$ cat config.mk
export PLATFORM = sky130hd
export DESIGN_NAME = parity_serializer
export DESIGN_NICKNAME = d
export VERILOG_FILES = /design/src/rtl/parity_serializer.sv
export SDC_FILE = /design/constraint.sdc
export NUM_CORES = 1
export LEC_CHECK = 0
export ABC_AREA = 0
export BUFFER_PORTS_ARGS = -buffer_cell sky130_fd_sc_hd__buf_2
export CORE_MARGIN = 8
export CORE_UTILIZATION = 55
export CTS_CLUSTER_SIZE = 30
export DETAILED_ROUTE_END_ITERATION = 10
export GPL_TIMING_DRIVEN = 1
export HOLD_SLACK_MARGIN = 0.1
export PLACE_DENSITY = 0.78
export SETUP_SLACK_MARGIN = 0.2
export SLEW_MARGIN = 20
export SYNTH_ARGS = -nofsm -noshare
export SYNTH_HDL_FRONTEND = slang
export SYNTH_SLANG_ARGS = --single-unit
$ cat constraint.sdc
create_clock -name clock -period 2.4 [get_ports clock]
set_clock_uncertainty 0.15 [all_clocks]
set_input_delay 0.48 -clock clock [delete_from_list [all_inputs] [get_ports clock]]
set_output_delay 0.48 -clock clock [all_outputs]
set_load 0.02 [all_outputs]
$ cat src/rtl/parity_serializer.sv
// Parallel-to-serial converter: shifts a word out LSB-first, then appends one parity bit.
// Feeds the serial parity detector; even parity returns the detector to state 0 at each frame end.
module parity_serializer #(
  parameter int DATA_WIDTH = 8,
  parameter bit ODD_PARITY = 1'b0
) (
  input  logic                  clock,
  input  logic                  reset,
  input  logic [DATA_WIDTH-1:0] in_data,
  input  logic                  in_valid,
  output logic                  in_ready,
  output logic                  serial_data,
  output logic                  bit_valid,
  output logic                  frame_end,
  output logic                  busy
);

  localparam int CW = (DATA_WIDTH > 1) ? $clog2(DATA_WIDTH) : 1;
  localparam logic [CW-1:0] LAST_BIT = CW'(DATA_WIDTH - 1);

  typedef enum logic [1:0] {
    IDLE,
    DATA,
    PARITY
  } state_t;

  state_t                state, state_next;
  logic [DATA_WIDTH-1:0] shift_reg;
  logic [CW-1:0]         bit_cnt;
  logic                  parity;
  logic                  accept;

  always_ff @(posedge clock) begin
    if (reset) state <= IDLE;
    else       state <= state_next;
  end

  // Accepting during PARITY lets the next frame start with no idle gap.
  always_comb begin
    state_next  = state;
    in_ready    = (state == IDLE) || (state == PARITY);
    accept      = in_valid && in_ready;
    serial_data = 1'b0;
    bit_valid   = 1'b0;
    frame_end   = 1'b0;
    busy        = 1'b0;
    case (state)
      IDLE: begin
        if (accept) state_next = DATA;
      end
      DATA: begin
        serial_data = shift_reg[0];
        bit_valid   = 1'b1;
        busy        = 1'b1;
        if (bit_cnt == LAST_BIT) state_next = PARITY;
      end
      PARITY: begin
        serial_data = parity ^ ODD_PARITY;
        bit_valid   = 1'b1;
        frame_end   = 1'b1;
        busy        = 1'b1;
        state_next  = accept ? DATA : IDLE;
      end
      default: state_next = IDLE;
    endcase
  end

  always_ff @(posedge clock) begin
    if (reset) begin
      shift_reg <= '0;
      bit_cnt   <= '0;
      parity    <= 1'b0;
    end else if (accept) begin
      shift_reg <= in_data;
      bit_cnt   <= '0;
      parity    <= 1'b0;
    end else if (state == DATA) begin
      shift_reg <= shift_reg >> 1;
      bit_cnt   <= bit_cnt + 1'b1;
      parity    <= parity ^ shift_reg[0];
    end
  end

endmodule

==> metrics.txt, run 1 <==
Post-CTS Setup Bufs=0; clock power share=0.281; Sequential Power Share=0.451; H-tree Lvls=1; CP max stage cell=dfxtp_1; vias in the first global route=around 540; number of hold buffers added after cts=0; critical path class=reg -> out; drc violations=0; Syn Area/Cell=9.89 µm²; syn_nets=slightly above 90; Hold Path Class=in -> reg; crit-path max cell delay=0.38 ns; pwr/cell area=slightly above 700 mW/mm²; Rows=13; Post-synth EDFFs=0; placed cell area=a little over 800 µm²; GR Util met3=0.0625; FF+latch count, synth=14; TritonCTS Buffers=3; Die Wd=~52 µm; register area=~280 µm²; worst vdd ir=about 0.37 mV; final core occ=0.666; Leak=0.359 nW; first drt pass iteration count=2; footprint of the multi-input gates=between 400 and 500 µm²; initial antenna violation count=0; top post-synthesis cells by area=dfxtp_1 (38%), mux2i_1 (12%), ha_1 (12%), a211oi_1 (5.1%), nor2_1 (3.6%); WL/cell=roughly 13 µm; Worst slew margin=0.747; Tmin final=approximately 2.1 ns; cell taking the most area after synthesis=dfxtp_1; cell count after synthesis=74; Syn Std Cell Area=approximately 730 µm²; CTS tree=built; top_reg_cell synth=dfxtp_1; GPL Wtd Cong=about 0.72; DR iter-0 viols=6; sw frac=0.302; max frequency=just under 500 MHz; # fillers=102; post-synth cell types=24; crit share post-route=0.859; Final TNS setup=0 ns; Ant. Diodes=0; clk root buf=clkbuf_4; internal power=0.000420 W; Overflow after GRT=0; max-cap violations=0; Crit path required time=between 1.5 and 2 ns; NetSw=between 0.00015 and 0.0002 W; CP startpoint kind=flip-flop; layout cells sized above 1=0.286; core area=approximately 0.0013 mm²; Slew @ Worst Pin=0.375 ns; flip-flop count of the largest register after layout=8; Slew Viols, Final=0; global-route wire length before repair=2290 µm; die footprint=0.00275 mm²; Ys Warns=0; Final Hold Viols=0; vias per inst=roughly 5.2; final setup fails=0; Gate power share=0.268; Tot Pwr=roughly 0.0006 W; Sink Count=14; clock buffer depth=2; Via Count=roughly 550; Top Usage Layer GRT=met2; Worst-path clk slew=about 0.090 ns; RSZ-0062 raised after global routing=no; largest net degree at the start of global routing=17; I/O pin count=16; GRT Resource Usage Total=0.110; cell with the most instances after synthesis=dfxtp_1; total routed wirelength=1360 µm; Starting Density=0.577; met2 Use GR=0.182; Post-synth ARST share=0; met1 Track Usage GR=0.114; antenna viol nets, final=0; I/O Buffers=15; chip height=52.5 µm; P&R area growth vs syn=15.4%; CP Capture Type=output port; worst-path maximum fanout=4; CP arrival=approximately 1.4 ns; later-pin clock latency in the skew report=about 0.28 ns; most frequent cells after synthesis=dfxtp_1 (14), mux2i_1 (9), ha_1 (7), nor2_1 (7), a211oi_1 (5); share of the synthesized area in the top cell type=0.383; Total Nets Final=110; sequential-to-total area share from yosys stat=0.383; worst-path cell chain=inv_1 -> ha_1 -> or2_2 -> buf_2; outcome=complete, no violations; hpwl dp=about 1000 µm; Final Cell Area=~840 µm²
power groups by stage:
stage / sequential, W / combinational (W) / clock, W
after floorplan: 0.000272 / 0.000133 / 0
after global placement: 0.000275 / 0.000158 / 0
after detailed placement: 0.000276 / 0.000161 / 0
after CTS: 0.000271 / 0.000162 / 0.000175
after global routing: 0.000274 / 0.000177 / 0.000189
final: 0.000271 / 0.000161 / 0.000169
worst max-delay path, delay by kind of cell, from the launching register on:
family / cells / cell delay, ns
fa+ha+maj: 1 / 0.23
buf+inv: 2 / 0.25
flops: 1 / 0.38
simple gates: 1 / 0.29
logic make-up after synthesis:
logic type | count (synthesis) | share of synthesized area
and+or+nand+nor | 20 | 0.132
AOI/OAI and AO/OA | 15 | 0.157
DFF | 14 | 0.383
xor gates and xnor gates | 2 | 0.0239
adders and majority gates | 7 | 0.120
buffers and inverters | 7 | 0.0615
muxes | 9 | 0.123
repair_timing:
item	CTS	global route
hold endpoints to repair	0	0
gates resized for setup	0	1
endpoints found under the setup margin	0	1
layer usage:
metal,routed length (µm),part of all wire,up-vias
met1,648,0.48,253
met4,0,0,0
met5,0,0,-
met3,52,0.038,0
li1,-,-,296
met2,659,0.48,5
final timing paths:
check / endpoint / start / slack (ns) / cells after the start
setup / recovery: in_ready / state[1] / 0.34 / 4
hold / removal: shift_reg[7] / in_data[7] / 0.29 / 3
setup reg to reg: state[0] / state[1] / 0.76 / 6
hold reg to reg: shift_reg[7] / shift_reg[7] / 0.35 / 2
stage by stage:
step,worst slack (ns),hold WS (ns),instances
3_5_place_dp,0.605,0.338,102
3_3_place_gp,0.646,0.326,102
4_1_cts,0.287,0.280,106
5_1_grt,0.250,0.288,106
6_report,0.339,0.289,106
2_1_floorplan,0.378,0.310,74
area by class of cell:
cell class                 instances  share of cell area
multi-input combinational         53               0.481
sequential                        14               0.333
timing repair buffer              17               0.107
clock buffer                       4              0.0430
tap                               15              0.0222
inverter                           3              0.0133
cell usage in the layout (no fill, tap or decap):
| cell | n |
|---|---|
| a211oi_1 | 5 |
| a211oi_2 | 2 |
| a21boi_0 | 1 |
| a21oi_1 | 2 |
| buf_2 | 15 |
| buf_4 | 2 |
| clkbuf_4 | 3 |
| clkbuf_8 | 1 |
| dfxtp_1 | 13 |
| dfxtp_2 | 1 |
| ha_1 | 7 |
| inv_1 | 3 |
| mux2i_1 | 9 |
| nand2_1 | 3 |
| nand3b_1 | 1 |
| nor2_1 | 7 |
| nor2b_1 | 3 |
| nor3_1 | 4 |
| o21a_1 | 1 |
| o21ai_0 | 2 |
| o21ai_2 | 1 |
| o41ai_1 | 1 |
| or2_2 | 1 |
| or3_1 | 1 |
| xnor2_1 | 1 |
| xor2_1 | 1 |
Power figures use the tool's default switching activity.
==> run 2: changes to the inputs <==
Settings changed: CORE_UTILIZATION 55 to 39, PLACE_DENSITY 0.78 to 0.58.
==> run 2 against run 1 <==
Total power is 6.6% lower. Die area is 28% higher. Sequential power about the same. Largest power group unchanged. Core utilization shrank 18 points.
==> metrics.txt, run 2 (same netlist as run 1, synthesis figures left out) <==
first drt pass iteration count=2 (unchanged); CP Capture Type=output port (unchanged); Tmin final=2.10 ns (was 2.06 ns); WHS=0.297 ns (was 0.289 ns); Worst-path clk slew=0.07 ns (was 0.09 ns); Crit path required time=1.77 ns (about the same); Die Wd=59.3 µm (was 52.5 µm); GPL Wtd Cong=0.730 (was 0.718); Sink Count=14 (unchanged); DR iter-0 viols=3 (was 6); footprint of the multi-input gates=407 µm² (unchanged); I/O pin count=16 (unchanged); number of hold buffers added after cts=0 (unchanged); CP arrival=1.47 ns (was 1.43 ns); Final Hold Viols=0 (unchanged); pwr/cell area=658 mW/mm² (was 712 mW/mm²); Final TNS setup=0 ns (unchanged); global-route wire length before repair=2420 µm (was 2290 µm); TritonCTS Buffers=3 (unchanged); Ant. Diodes=0 (unchanged); most frequent cells in the layout=buf_2 (15), dfxtp_1 (14), mux2i_1 (9), nor2_1 (7), ha_1 (7) (was buf_2 (15), dfxtp_1 (13), mux2i_1 (9), nor2_1 (7), ha_1 (7)); Tot Pwr=0.000561 W (was 0.000601 W); total routed wirelength=1360 µm (about the same); Rows=15 (was 13); max frequency=477 MHz (was 485 MHz); commonest non-fill, non-tap cell in the layout=buf_2 (unchanged); flip-flop count of the largest register after layout=8 (unchanged); vias per inst=4.66 (was 5.23); Starting Density=0.419 (was 0.577); GRT Resource Usage Total=0.0876 (was 0.110); die footprint=0.00352 mm² (was 0.00275 mm²); largest net degree at the start of global routing=17 (unchanged); core area=0.00175 mm² (was 0.00127 mm²); worst vdd ir=0.368 mV (was 0.372 mV); Slew @ Worst Pin=0.309 ns (was 0.375 ns); clock buffer depth=2 (unchanged); H-tree Lvls=1 (unchanged); I/O Buffers=15 (unchanged); crit share post-route=0.874 (was 0.859); WL/cell=11.7 µm (was 12.8 µm); PostCTS Resize Cnt=0 (unchanged); Via Count=541 (was 554); Worst slew margin=0.794 (was 0.747); clk root buf=clkbuf_4 (unchanged); antenna viol nets, final=0 (unchanged); CP startpoint kind=flip-flop (unchanged); final setup fails=0 (unchanged); layout cells sized above 1=0.275 (was 0.286); max-cap violations=0 (unchanged); Total Nets Final=111 (was 110); hpwl dp=1000 µm (was 1020 µm); critical path class=reg -> out (unchanged); CTS tree=built (unchanged); Overflow after GRT=0 (unchanged); # fillers=187 (was 102); initial antenna violation count=0 (unchanged); Hold Path Class=in -> reg (unchanged); outcome=complete, no violations (unchanged); vias in the first global route=552 (was 538); Slew Viols, Final=0 (unchanged); RSZ-0062 raised after global routing=no (unchanged); drc violations=0 (unchanged); Leak=0.358 nW (was 0.359 nW); chip height=59.3 µm (was 52.5 µm); register area=280 µm² (was 282 µm²); later-pin clock latency in the skew report=0.27 ns (was 0.28 ns); Post-CTS Setup Bufs=0 (unchanged); P&R area growth vs syn=16.6% (was 15.4%); worst-path maximum fanout=5 (was 4)
run 2: where the power goes:
group | internal, W | switching [W] | leakage [nW] | total, W
sequential | 0.000256 | 0.0000151 | 0.115 | 0.000271
combinational | 0.0000753 | 0.0000901 | 0.229 | 0.000165
clock | 0.0000580 | 0.0000667 | 0.0138 | 0.000125
run 2: worst max-delay path, stage by stage, from the launching register on:
cell and delay (ns):
dfxtp_1 0.41, inv_1 0.09, ha_1 0.25, or2_2 0.29
buf_2 0.16
run 2: cell type report:
type | instances | area share
clock buffer | 3 | 0.0264
inverter | 3 | 0.0132
multi-input combinational | 53 | 0.477
sequential | 14 | 0.328
tap | 25 | 0.0367
timing repair buffer | 18 | 0.119
run 2: worst paths after layout:
path | to | slack [ns] | depth (start not counted) | start
worst min-delay path | shift_reg[7] | 0.30 | 3 | in_data[7]
worst max register to register | state[0] | 0.76 | 6 | state[0]
worst min register to register | shift_reg[7] | 0.34 | 2 | shift_reg[7]
worst max-delay path | in_ready | 0.30 | 4 | state[0]
run 2: stage by stage:
stage          setup WS (ns)  cells   util  area [µm²]
6_report               0.302    116  0.489         853
5_1_grt                0.224    116  0.489         853
4_1_cts                0.283    116  0.487         850
3_5_place_dp           0.594    113  0.474         827
3_3_place_gp           0.621    113  0.474         827
2_1_floorplan          0.378     74      -         732
run 2: per-layer routing:
layer  track usage  vias to the layer above  part of all wire
met5             0                        -                 0
met4        0.0205                        0             0.010
met3        0.0456                        2             0.054
met2         0.137                        8              0.45
met1         0.102                      233              0.48
li1              -                      298                 -
==> run 3: changes to the inputs <==
Settings changed: PLACE_DENSITY 0.58 to unset.
==> run 3 against run 2 <==
Sequential share of layout area down 0.61 points. Total power up 8.4%. Routed wire length up 5.7%. Non-clock buffer count unchanged. Combinational power about the same. Core utilization up 0.93 points. Sequential cell count unchanged. Worst setup slack worse by 0.030 ns. Sequential power about the same. Clock power up 36%. Fmax down 1.4%. Count of clock-buffer cells in the layout up 1. Critical path type unchanged. Largest cell class unchanged.
==> metrics.txt, run 3 (same netlist as run 1, synthesis figures left out) <==
outcome=complete, no violations (unchanged); r2r setup slk=0.74 ns (was 0.76 ns); die footprint=0.00352 mm² (unchanged); clk root buf=clkbuf_4 (unchanged); # fillers=180 (was 187); capturing point of the worst reg2reg path=state[0] (unchanged); drc violations=0 (unchanged); first drt pass iteration count=4 (was 2); commonest non-fill, non-tap cell in the layout=buf_2 (unchanged); global-route wire length before repair=2500 µm (was 2420 µm); crit share post-route=0.887 (was 0.874); clock buffer depth=2 (unchanged); GRT Resource Usage Total=0.0923 (was 0.0876); worst min-delay path endpoint=shift_reg[7] (unchanged); Overflow after GRT=0 (unchanged); DR iter-0 viols=9 (was 3); Final Hold Viols=0 (unchanged); Tmin final=2.13 ns (was 2.10 ns); Crit path required time=1.77 ns (about the same); Worst-path clk slew=0.09 ns (was 0.07 ns); Slew @ Worst Pin=0.310 ns (was 0.309 ns); WL/cell=12.3 µm (was 11.7 µm); total routed wirelength=1440 µm (was 1360 µm); Finished Layout Cells=117 (was 116); Via Count=556 (was 541); Sink Count=14 (unchanged); later-pin clock latency in the skew report=0.28 ns (was 0.27 ns); most frequent cells in the layout=buf_2 (15), dfxtp_1 (14), mux2i_1 (9), nor2_1 (7), ha_1 (6) (was buf_2 (15), dfxtp_1 (14), mux2i_1 (9), nor2_1 (7), ha_1 (7)); RSZ-0062 raised after global routing=no (unchanged); Final Cell Area=870 µm² (was 853 µm²); chip height=59.3 µm (unchanged); Starting Density=0.419 (unchanged); Die Wd=59.3 µm (unchanged); CP Capture Type=output port (unchanged); Slew Viols, Final=0 (unchanged); reg-to-reg startpoint=state[0] (unchanged); core area=0.00175 mm² (unchanged); I/O pin count=16 (unchanged); Hold Path Class=in -> reg (unchanged); H-tree Lvls=1 (unchanged); vias in the first global route=582 (was 552); hpwl dp=1060 µm (was 1000 µm); CP startpoint kind=flip-flop (unchanged); Placed Cells=113 (unchanged); max frequency=470 MHz (was 477 MHz); CP arrival=1.50 ns (was 1.47 ns); P&R area growth vs syn=18.8% (was 16.6%); initial antenna violation count=0 (unchanged); Total Nets Final=111 (unchanged); flip-flop count of the largest register after layout=8 (unchanged); largest net degree at the start of global routing=17 (unchanged); worst-path maximum fanout=5 (unchanged); Ant. Diodes=0 (unchanged); Hold Path Stages=3 (unchanged); vias per inst=4.75 (was 4.66); Final TNS setup=0 ns (unchanged); number of hold buffers added after cts=0 (unchanged); pwr/cell area=699 mW/mm² (was 658 mW/mm²); GPL Wtd Cong=0.721 (was 0.730); Rows=15 (unchanged); critical path class=reg -> out (unchanged); WHS=0.289 ns (was 0.297 ns); antenna viol nets, final=0 (unchanged); Worst slew margin=0.793 (was 0.794); placed cell area=827 µm² (unchanged); layout cells sized above 1=0.304 (was 0.275); final setup fails=0 (unchanged); worst vdd ir=0.284 mV (was 0.368 mV); I/O Buffers=15 (unchanged); Leak=0.364 nW (was 0.358 nW); CTS tree=built (unchanged); TritonCTS Buffers=3 (unchanged); Hold Path Origin=in_data[7] (unchanged); worst reg2reg path depth=6 (unchanged); max-cap violations=0 (unchanged); Tot Pwr=0.000608 W (was 0.000561 W)
## run 3: what timing repair did
action                                  4_1_cts  5_1_grt
setup buffers                                 0        0
endpoints found under the setup margin        0        1
resized for setup                             0        3
## run 3: worst max-delay path by stage
stage	cells past startpoint	slack, ns	start	to
6_report	4	0.27	state[0]	in_ready
5_1_grt	4	0.20	state[0]	in_ready
4_1_cts	6	0.26	state[1]	serial_data
3_5_place_dp	6	0.58	state[1]	serial_data
3_3_place_gp	6	0.61	state[1]	serial_data
2_1_floorplan	3	0.38	state[0]	serial_data
## run 3: critical path, cell delays in order, from the launching register on
cell and delay (ns):
dfxtp_1 0.42, inv_1 0.09, ha_1 0.27, or2_2 0.29
buf_2 0.16
## run 3: metrics by stage
step	utilization	setup slack [ns]
floorplan	-	0.378
global placement	0.474	0.610
detailed placement	0.474	0.584
CTS	0.495	0.263
global route	0.498	0.203
finish	0.498	0.272
## run 3: final cells by class
cell class              instances  area (µm²)  share of cell area
clock buffers                   4        36.3              0.0417
inverters                       3        11.3              0.0129
multi-input cells              53         409               0.471
flip-flops and latches         14         280               0.322
well taps                      25        31.3              0.0360
repair buffers                 18         101               0.117
## run 3: power breakdown
part	internal [W]	switching [W]
Combinational	0.0000754	0.0000920
Clock	0.0000921	0.0000775
Sequential	0.000256	0.0000151
## run 3: layer usage
layer,part of all wire,wire (µm),global-route usage,vias to the layer above
li1,-,-,-,292
met1,0.48,688,0.106,254
met2,0.48,686,0.149,8
met3,0.037,53,0.0260,2
met4,0.0070,10,0.0512,0
met5,0,0,0,-
